### src/rtl/jtag_tap_pkg.sv
// Shared TAP definitions: state codes, instruction codes, IR geometry and
// the instruction-to-data-register decode used by the responder.
package jtag_tap_pkg;

  localparam int IR_W = 4;

  typedef enum logic [3:0] {
    TAP_EX2_DR = 4'h0,
    TAP_EX1_DR = 4'h1,
    TAP_SH_DR  = 4'h2,
    TAP_PAU_DR = 4'h3,
    TAP_SEL_IR = 4'h4,
    TAP_UPD_DR = 4'h5,
    TAP_CAP_DR = 4'h6,
    TAP_SEL_DR = 4'h7,
    TAP_EX2_IR = 4'h8,
    TAP_EX1_IR = 4'h9,
    TAP_SH_IR  = 4'hA,
    TAP_PAU_IR = 4'hB,
    TAP_RTI    = 4'hC,
    TAP_UPD_IR = 4'hD,
    TAP_CAP_IR = 4'hE,
    TAP_TLR    = 4'hF
  } tap_state_e;

  localparam logic [IR_W-1:0] INSTR_IDCODE = 4'h6;
  localparam logic [IR_W-1:0] INSTR_USER   = 4'h8;
  localparam logic [IR_W-1:0] INSTR_BYPASS = 4'hF;
  localparam logic [IR_W-1:0] IR_CAPTURE   = 4'b0001;

  typedef enum logic [1:0] {
    DR_IDCODE,
    DR_USER,
    DR_BYPASS
  } dr_sel_e;

  // Unknown opcodes deliberately fall through to the 1-bit bypass register.
  function automatic dr_sel_e decode_ir(input logic [IR_W-1:0] ir);
    case (ir)
      INSTR_IDCODE: return DR_IDCODE;
      INSTR_USER:   return DR_USER;
      INSTR_BYPASS: return DR_BYPASS;
      default:      return DR_BYPASS;
    endcase
  endfunction

endpackage

### src/rtl/jtag_pin_sync.sv
// Brings the asynchronous JTAG pins into the i_clk domain and turns TCK
// into single-cycle rise/fall strobes.
module jtag_pin_sync (
  input  logic i_clk,
  input  logic reset,
  input  logic tck_i,
  input  logic tms_i,
  input  logic tdi_i,
  output logic tms_o,
  output logic tdi_o,
  output logic tck_rise_o,
  output logic tck_fall_o
);

  // Bit order in the vectors: {tck, tms, tdi}.
  logic [2:0] pin_meta_q;
  logic [2:0] pin_sync_q;
  logic       tck_dly_q;

  // NOTE: sequential state uses non-blocking assignments so every flop samples
  // the pre-edge value of its neighbour; blocking here would collapse the chain.
  always_ff @(posedge i_clk or posedge reset) begin
    if (reset) begin
      pin_meta_q <= '0;
      pin_sync_q <= '0;
      tck_dly_q  <= 1'b0;
    end else begin
      pin_meta_q <= {tck_i, tms_i, tdi_i};
      pin_sync_q <= pin_meta_q;
      tck_dly_q  <= pin_sync_q[2];
    end
  end

  // TMS/TDI share the TCK latency, so they are valid when the rise strobe fires.
  assign tms_o      = pin_sync_q[1];
  assign tdi_o      = pin_sync_q[0];
  assign tck_rise_o =  pin_sync_q[2] & ~tck_dly_q;
  assign tck_fall_o = ~pin_sync_q[2] &  tck_dly_q;

endmodule

### src/rtl/jtag_tap_responder.sv
// IEEE 1149.1 TAP responder oversampled by i_clk: IDCODE, USER and BYPASS
// data registers behind a 4-bit instruction register.
module jtag_tap_responder
  import jtag_tap_pkg::*;
#(
  parameter logic [31:0] IDCODE = 32'h031820DD,
  parameter int          USER_W = 8
) (
  input  logic              i_clk,
  input  logic              reset,
  input  logic              i_tck,
  input  logic              i_tms,
  input  logic              i_tdi,
  output logic              o_tdo,
  output logic              o_tdo_oe,
  output logic [3:0]        o_state,
  output logic [IR_W-1:0]   o_ir,
  output logic [USER_W-1:0] o_user_data,
  output logic              o_user_upd
);

  localparam int DR_W = (USER_W > 32) ? USER_W : 32;

  logic tms_s, tdi_s, tck_rise, tck_fall;

  jtag_pin_sync u_pin_sync (
    .i_clk      (i_clk),
    .reset      (reset),
    .tck_i      (i_tck),
    .tms_i      (i_tms),
    .tdi_i      (i_tdi),
    .tms_o      (tms_s),
    .tdi_o      (tdi_s),
    .tck_rise_o (tck_rise),
    .tck_fall_o (tck_fall)
  );

  tap_state_e state_q, state_d;

  always_ff @(posedge i_clk or posedge reset) begin
    if (reset) state_q <= TAP_TLR;
    else       state_q <= state_d;
  end

  // NOTE: every variable written in an always_comb gets a default on entry;
  // a path that leaves one unassigned would infer a latch.
  always_comb begin
    state_d = state_q;
    if (tck_rise) begin
      case (state_q)
        TAP_TLR:    state_d = tms_s ? TAP_TLR    : TAP_RTI;
        TAP_RTI:    state_d = tms_s ? TAP_SEL_DR : TAP_RTI;
        TAP_SEL_DR: state_d = tms_s ? TAP_SEL_IR : TAP_CAP_DR;
        TAP_CAP_DR: state_d = tms_s ? TAP_EX1_DR : TAP_SH_DR;
        TAP_SH_DR:  state_d = tms_s ? TAP_EX1_DR : TAP_SH_DR;
        TAP_EX1_DR: state_d = tms_s ? TAP_UPD_DR : TAP_PAU_DR;
        TAP_PAU_DR: state_d = tms_s ? TAP_EX2_DR : TAP_PAU_DR;
        TAP_EX2_DR: state_d = tms_s ? TAP_UPD_DR : TAP_SH_DR;
        TAP_UPD_DR: state_d = tms_s ? TAP_SEL_DR : TAP_RTI;
        TAP_SEL_IR: state_d = tms_s ? TAP_TLR    : TAP_CAP_IR;
        TAP_CAP_IR: state_d = tms_s ? TAP_EX1_IR : TAP_SH_IR;
        TAP_SH_IR:  state_d = tms_s ? TAP_EX1_IR : TAP_SH_IR;
        TAP_EX1_IR: state_d = tms_s ? TAP_UPD_IR : TAP_PAU_IR;
        TAP_PAU_IR: state_d = tms_s ? TAP_EX2_IR : TAP_PAU_IR;
        TAP_EX2_IR: state_d = tms_s ? TAP_UPD_IR : TAP_SH_IR;
        TAP_UPD_IR: state_d = tms_s ? TAP_SEL_DR : TAP_RTI;
        default:    state_d = TAP_TLR;
      endcase
    end
  end

  logic [IR_W-1:0]   ir_q, ir_d;
  logic [IR_W-1:0]   ir_sr_q, ir_sr_d;
  logic [DR_W-1:0]   dr_sr_q, dr_sr_d;
  logic [USER_W-1:0] user_q, user_d;
  logic              user_upd_q, user_upd_d;
  logic              tdo_q, tdo_d;
  logic              tdo_oe_q, tdo_oe_d;
  dr_sel_e           dr_sel;
  logic [DR_W-1:0]   dr_capture, dr_shift;

  assign dr_sel = decode_ir(ir_q);

  // One physical shift register serves all data registers; the selected
  // length only decides where TDI enters.
  always_comb begin
    dr_capture = '0;
    dr_shift   = dr_sr_q >> 1;
    case (dr_sel)
      DR_IDCODE: begin
        dr_capture[31:0] = IDCODE;
        dr_shift[31]     = tdi_s;
      end
      DR_USER: begin
        dr_capture[USER_W-1:0] = user_q;
        dr_shift[USER_W-1]     = tdi_s;
      end
      default: dr_shift[0] = tdi_s;
    endcase
  end

  always_comb begin
    ir_d       = ir_q;
    ir_sr_d    = ir_sr_q;
    dr_sr_d    = dr_sr_q;
    user_d     = user_q;
    user_upd_d = 1'b0;
    tdo_d      = tdo_q;
    tdo_oe_d   = tdo_oe_q;
    if (tck_rise) begin
      case (state_q)
        TAP_CAP_IR: ir_sr_d = IR_CAPTURE;
        TAP_SH_IR:  ir_sr_d = {tdi_s, ir_sr_q[IR_W-1:1]};
        TAP_UPD_IR: ir_d    = ir_sr_q;
        TAP_CAP_DR: dr_sr_d = dr_capture;
        TAP_SH_DR:  dr_sr_d = dr_shift;
        TAP_UPD_DR: begin
          if (dr_sel == DR_USER) begin
            user_d     = dr_sr_q[USER_W-1:0];
            user_upd_d = 1'b1;
          end
        end
        default: ;
      endcase
      if (state_d == TAP_TLR) ir_d = INSTR_IDCODE;
    end
    if (tck_fall) begin
      case (state_q)
        TAP_SH_IR: begin
          tdo_d    = ir_sr_q[0];
          tdo_oe_d = 1'b1;
        end
        TAP_SH_DR: begin
          tdo_d    = dr_sr_q[0];
          tdo_oe_d = 1'b1;
        end
        default: begin
          tdo_d    = 1'b1;
          tdo_oe_d = 1'b0;
        end
      endcase
    end
  end

  always_ff @(posedge i_clk or posedge reset) begin
    if (reset) begin
      ir_q       <= INSTR_IDCODE;
      // NOTE: the shift registers are cleared too, so a scan aborted by reset
      // cannot leak partial data into a later capture or update.
      ir_sr_q    <= '0;
      dr_sr_q    <= '0;
      user_q     <= '0;
      user_upd_q <= 1'b0;
      tdo_q      <= 1'b1;
      tdo_oe_q   <= 1'b0;
    end else begin
      ir_q       <= ir_d;
      ir_sr_q    <= ir_sr_d;
      dr_sr_q    <= dr_sr_d;
      user_q     <= user_d;
      user_upd_q <= user_upd_d;
      tdo_q      <= tdo_d;
      tdo_oe_q   <= tdo_oe_d;
    end
  end

  assign o_state     = state_q;
  assign o_ir        = ir_q;
  assign o_user_data = user_q;
  assign o_user_upd  = user_upd_q;
  assign o_tdo       = tdo_q;
  assign o_tdo_oe    = tdo_oe_q;

endmodule
### config.mk
export PLATFORM = sky130hd
export DESIGN_NAME = jtag_tap_responder
export DESIGN_NICKNAME = d
export VERILOG_FILES = /design/src/rtl/jtag_tap_pkg.sv /design/src/rtl/jtag_pin_sync.sv /design/src/rtl/jtag_tap_responder.sv
export SDC_FILE = /design/constraint.sdc
export NUM_CORES = 1
export LEC_CHECK = 0
export ABC_AREA = 1
export BUFFER_PORTS_ARGS = -buffer_cell sky130_fd_sc_hd__buf_2
export CORE_UTILIZATION = 50
export CTS_BUF_LIST = sky130_fd_sc_hd__clkbuf_4
export CTS_CLUSTER_SIZE = 16
export DETAILED_ROUTE_END_ITERATION = 8
export PLACE_DENSITY_LB_ADDON = 0.3
export SLEW_MARGIN = 20
export SYNTH_ARGS = -nofsm -noshare
export SYNTH_HDL_FRONTEND = slang
export SYNTH_HIERARCHICAL = 1
export SYNTH_SLANG_ARGS = --single-unit
### constraint.sdc
create_clock -name i_clk -period 3.03 [get_ports i_clk]
set_clock_uncertainty 0.2 [all_clocks]
set_input_delay 0.1515 -clock i_clk [delete_from_list [all_inputs] [get_ports i_clk]]
set_output_delay 0.1515 -clock i_clk [all_outputs]
set_load 0.1 [all_outputs]
After elaboration in Yosys (flattened, before gate mapping):

Cells that the tools add are included.

* equality and inequality tests: 19
* reduce and logical (&&, ||, !) cells: 14
* $mul: 0
* divide/modulo/power cells: 0
* add/sub/neg operators: 0
* bitwise gates (word level): 4
* shift-type cells: 0
* mux-type cells: 29
* magnitude comparators: 0

Operator list (number)
* one-hot mux 32 bit (2 select lines): 1
* one-hot mux 4 bit (12 select lines): 1
* == test 4 bit, second input constant: 10
* == test 4 x 3 -> 1 bit, second input constant: 5
* two-way mux 18 bit: 1
* two-way mux 4 bit: 4
* one-hot mux 8 bit (2 select lines): 1
* two-way mux 2 bit: 6
* two-way mux 3 bit: 4
* == test 4 x 2 -> 1 bit, second input constant: 2
* two-way mux 1 bit: 8
* one-hot mux 4 bit (2 select lines): 1
* OR reduction 2 bit: 4
* AND reduction 2 bit: 3
* nonzero test 2 bit: 3
* == test 4 x 1 -> 1 bit, second input constant: 1
* zero test 4 bit: 1
* one-hot mux 2 bit (2 select lines): 1
* AND reduction 3 bit: 1
* OR reduction 3 bit: 1
* AND 1 bit: 2
* == test 2 x 1 -> 1 bit, second input constant: 1
* zero test 2 bit: 1
* NOT 1 bit: 2
* one-hot mux 1 bit (2 select lines): 1

* flip-flop bits (word level): 62
* latch bits: 0
* ROM bits: 0
* logic and storage cells: 77
* output and inout bits: 19
* memories kept: 0
* input port bits: 5
* bits in writable memories: 0

Logic depth before layout (Yosys ltp):

* depth in word-level cells: 7
* mapped depth: 13
* depth with buffers taken out: 12

Modules after synthesis:

Netlist, hierarchy kept.

By module, submodules not included
* jtag_tap_responder: area each 2529.9 um^2, cells an instance 286, times used 1
* jtag_pin_sync: area each 193.9 um^2, cells an instance 12, times used 1

Worst setup path after synthesis:

Ideal clock, no wire load.

* kind: reg-to-reg
* from: register state_q[2], in the netlist o_state[2]
* to: register ir_q[3], in the netlist o_ir[3]
* library setup time: 0.122 ns
* buffers on the path: 1
* clock period less this slack: 2.266 ns
* stages on the path, launching flop included: 13
* arrival time: 1.943 ns
* data required time: 2.708 ns
* setup slack: 0.764 ns
* path through: dfstp_2 buf_2 nand2_2 nor2_4 inv_1 nand3_2 nand2_2 nand2_4 nand2_4 o21bai_4 nand2_2 nand2_1 nand2_1

* longest elaborated chain between the ends: 7
* elaborated cells on any way between the ends: 25

Ends and longest elaborated chain
* from (decl): RTL line jtag_tap_responder.sv:38 `tap_state_e state_q, state_d;`
* from (signal assigned): RTL line jtag_tap_responder.sv:42 `else state_q <= state_d;`
* == test 4 bit, or another cell as far along: RTL line jtag_tap_responder.sv:50 `case (state_q)`
* OR reduction 3 bit (no source line) or OR reduction 2 bit (tied branches)
* one-hot mux 4 bit (12 select lines): RTL line jtag_tap_responder.sv:50
* two-way mux 4 bit *: RTL line jtag_tap_responder.sv:49 `if (tck_rise) begin`
* net state_d[2]: RTL line jtag_tap_responder.sv:38
* == test 4 bit *: RTL line jtag_tap_responder.sv:125 `if (state_d == TAP_TLR) ir_d = INSTR_IDCODE;`
* nonzero test 2 bit (no source line)
* AND reduction 2 bit (no source line)
* to (signal assigned): RTL line jtag_tap_responder.sv:157 `ir_q <= ir_d;`
* to (decl): RTL line jtag_tap_responder.sv:72 `logic [IR_W-1:0] ir_q, ir_d;`

The timed path passes the listed nets; every way through them passes the cells marked *.
A chain may end at the register's enable or synchronous reset.

Worst setup path in the final report:

* from: register state_q[1], in the netlist o_state[1]
* to: register dr_sr_q[31]

* longest elaborated chain between the ends: 3
* elaborated cells on any way between the ends: 5

Ends and longest elaborated chain
* == test 4 x 2 -> 1 bit or == test 4 x 3 -> 1 bit (tied branches): RTL line jtag_tap_responder.sv:111 `case (state_q)`
* nonzero test 2 bit (no source line)
* AND reduction 2 bit (no source line)
* to (signal assigned): RTL line jtag_tap_responder.sv:159 `dr_sr_q <= dr_sr_d;`
* to (decl): RTL line jtag_tap_responder.sv:74 `logic [DR_W-1:0] dr_sr_q, dr_sr_d;`

Several ways; a longest one is shown, not always the timed one.

==> flow_metrics.env <==
export IMPL_worstPathRequired_ns=3.13
export IMPL_die_y_um=75.8
export IMPL_post_cts_setup_buffer_count=0
export IMPL_hold_viol_final=0
export IMPL_syn_num_nets=303
export IMPL_die_w_um=75.8
export IMPL_finalSetupTns_ns=0
export IMPL_cts_tree="built"
export IMPL_core_um2=5170
export IMPL_ys_types=28
export IMPL_slowest_delay_ns=0.63
export IMPL_layout_drive_gt1_share=0.209
export IMPL_synth_ff_latch_count=62
export IMPL_r2r_start="o_state[1]"
export IMPL_ir_drop_mv=0.329
export IMPL_cts_buffers=9
export IMPL_cp_arrival_ns=2.23
export IMPL_synth_simple_area_share=0.187
export IMPL_rr_endpoint="dr_sr_q[31]"
export IMPL_start_util=0.527
export IMPL_synth_edf_count=0
export IMPL_leakage_nw=1.51
export IMPL_synth_adder_area_share=0
export IMPL_min_period_ns=2.13
export IMPL_hold_path_class="in2async"
export IMPL_cts_sinks=62
export IMPL_wl_per_cell_um=12.8
export IMPL_grt_pass1_vias=1965
export IMPL_htreeDepth=3
export IMPL_ctsResizeCount=0
export IMPL_cts_hold_buf=4
export IMPL_pre_cts_slack_ns=0.942
export IMPL_synth_async_reset_ratio=1.00
export IMPL_post_route_drc_count=0
export IMPL_ant_nets=0
export IMPL_yosys_most_used_dff="dfrtp_1"
export IMPL_ctsRootBufferMaster="clkbuf_4"
export IMPL_dieArea_um2=5750
export IMPL_power_density_nw_per_um2=830
export IMPL_yosys_top_cells_area="dfrtp_1 (51%), nand2_1 (8.5%), dfstp_2 (6.8%)"
export IMPL_grt_overflow_total=0
export IMPL_utilization=0.594
export IMPL_worst_slack_ns=0.905
export IMPL_dpl_hpwl_mm=3.47
export IMPL_antenna_found_initial=0
export IMPL_max_freq_ghz=0.471
export IMPL_cp_cell_sequence="nand2_1, nor2_1, inv_1, nor2_4, nand2_2, o32ai_1"
export IMPL_slowest_stage="dfstp_2"
export IMPL_cts_max_path_buffers=2
export IMPL_io_pins=24
export IMPL_drtIter0Drc=141
export IMPL_final_nets=335
export IMPL_setup_violations=0
export IMPL_dpl_cell_area_um2=2900
export IMPL_mostFrequentLayoutCell="nand2_1"
export IMPL_wirelength_mm=5.17
export IMPL_synth_xor_area_share=0
export IMPL_synth_top_family_by_area="simple AND/OR/NAND/NOR gates"
export IMPL_layout_common_cells="nand2_1 (62), dfrtp_1 (55), inv_1 (48)"
export IMPL_path_class="reg2reg"
export IMPL_vias=2068
export IMPL_viasPerCell=5.11
export IMPL_cp_startpoint="o_state[1]"
export IMPL_antenna_diode_count=0
export IMPL_routabilityCongestion=0.802
export IMPL_clkTransAtPathRegs_ns=0.10
export IMPL_row_count=26
export IMPL_grt_start_max_net_pins=30
export IMPL_synthMuxAreaShare=0
export IMPL_dr_pass1_iters=5
export IMPL_synth_top_cell_area_share=0.505
export IMPL_rsz0062_at_grt="no"
export IMPL_synthToLayoutAreaGrowth_pct=12.8
export IMPL_synth_compound_gate_area_share=0.146
export IMPL_timing_reg2reg_setup_slack_ns=0.90
export IMPL_grt_pass1_wl_mm=8.58
export IMPL_endpoint="dr_sr_q[31]"
export IMPL_critPathMaxFanout=19
export IMPL_status="finished, final reports clean"
export IMPL_worstSetupEndpointType="flip-flop"
export IMPL_timing_final_crit_share=0.701
export IMPL_maxCapViolCount=0
export IMPL_tightest_slew_ns=0.565
export IMPL_portBuffers=23
export IMPL_synth_avg_cell_area_um2=9.14
export IMPL_insertion_delay_ns=0.40
export IMPL_netlist_area_um2=2720
export IMPL_slew_headroom=0.623
export IMPL_grt_usage=0.206
export IMPL_synthCells=298
export IMPL_final_area_um2=3070
export IMPL_ys_seq_area_frac=0.573
export IMPL_synth_top_area_cell="dfrtp_1"
export IMPL_reg2reg_depth=6
export IMPL_start_kind="flip-flop"
export IMPL_finalMaxSlewViolations=0
export IMPL_yosys_warnings=6
logic make-up (layout without fill, tap and decap cells):
group,Yosys count,count (layout)
AOI/OAI and AO/OA,62,62
buffers and inverters,62,99
DFF,62,62
and+or+nand+nor,112,112
routing by layer:
metal / up-vias / track usage / wire (µm)
met5: - / 0 / 0
met4: 0 / 0.128 / 141
met3: 16 / 0.0450 / 208
met2: 49 / 0.307 / 2310
met1: 978 / 0.275 / 2500
li1: 1025 / - / -
worst min path at each step:
stage                                to  cells after the start  slack (ns)  startpoint
2_1_floorplan  u_pin_sync/pin_meta_q[0]                      1       -0.25       reset
3_3_place_gp   u_pin_sync/pin_meta_q[1]                      2        -0.1       reset
3_5_place_dp   u_pin_sync/pin_sync_q[1]                      2       -0.09       reset
4_1_cts            u_pin_sync/tck_dly_q                      3        0.01       reset
5_1_grt        u_pin_sync/pin_sync_q[2]                      3        0.05       reset
6_report       u_pin_sync/pin_sync_q[1]                      3        0.02       reset
synthesized netlist by cell type (2+ instances only):
cell      instances
a21oi_1           5
a22oi_1           3
a31oi_1           3
buf_2             7
buf_4             4
dfrtp_1          55
dfstp_2           7
inv_1            49
inv_2             2
nand2_1          62
nand2_2           7
nand2_4           3
nand3_1           9
nand4_1           3
nor2_1           20
nor2_2            2
nor2_4            2
nor3_1            3
o211ai_1          6
o21ai_0          21
o22ai_1          18
layout make-up:
class / instances / area, µm²
clock inverters: 5 / 50.0
fillers: 449 / 2100
multi-input cells: 174 / 907
well taps: 70 / 87.6
inverters: 51 / 191
clock buffers: 11 / 82.6
repair buffers: 32 / 193
flip-flops and latches: 62 / 1560
flip-flops by register name, summed over array words and instances, names as in the netlist:
signal                 flops
dr_sr_q                   32
ir_sr_q                    4
o_ir                       4
o_state                    4
o_tdo_oe                   1
u_pin_sync/tck_dly_q       1
o_tdo                      1
u_pin_sync/pin_meta_q      3
u_pin_sync/pin_sync_q      3
o_user_upd                 1
o_user_data                8
metrics by stage:
stage,std cells,power [mW],hold WS [ns]
floorplan,298,1.86,-0.245
detailed placement,385,2.00,-0.0927
global route,405,2.70,0.0487
CTS,405,2.56,0.0115
finish,405,2.55,0.0221
global placement,385,1.98,-0.0992
power by group:
group	total (mW)	leakage [nW]	switching, mW	internal (mW)
Clock	0.554	0.0719	0.291	0.264
Combinational	0.817	0.635	0.603	0.213
Sequential	1.18	0.801	0.151	1.03
worst max-delay path: cells and delay by family (launching register included):
kind,cells,cell delay (ns)
flip-flops,1,0.63
buffers and inverters,1,0.09
AO/OA/AOI/OAI,1,0.31
AND/OR/NAND/NOR,4,0.79
Power figures use the tool's default switching activity.
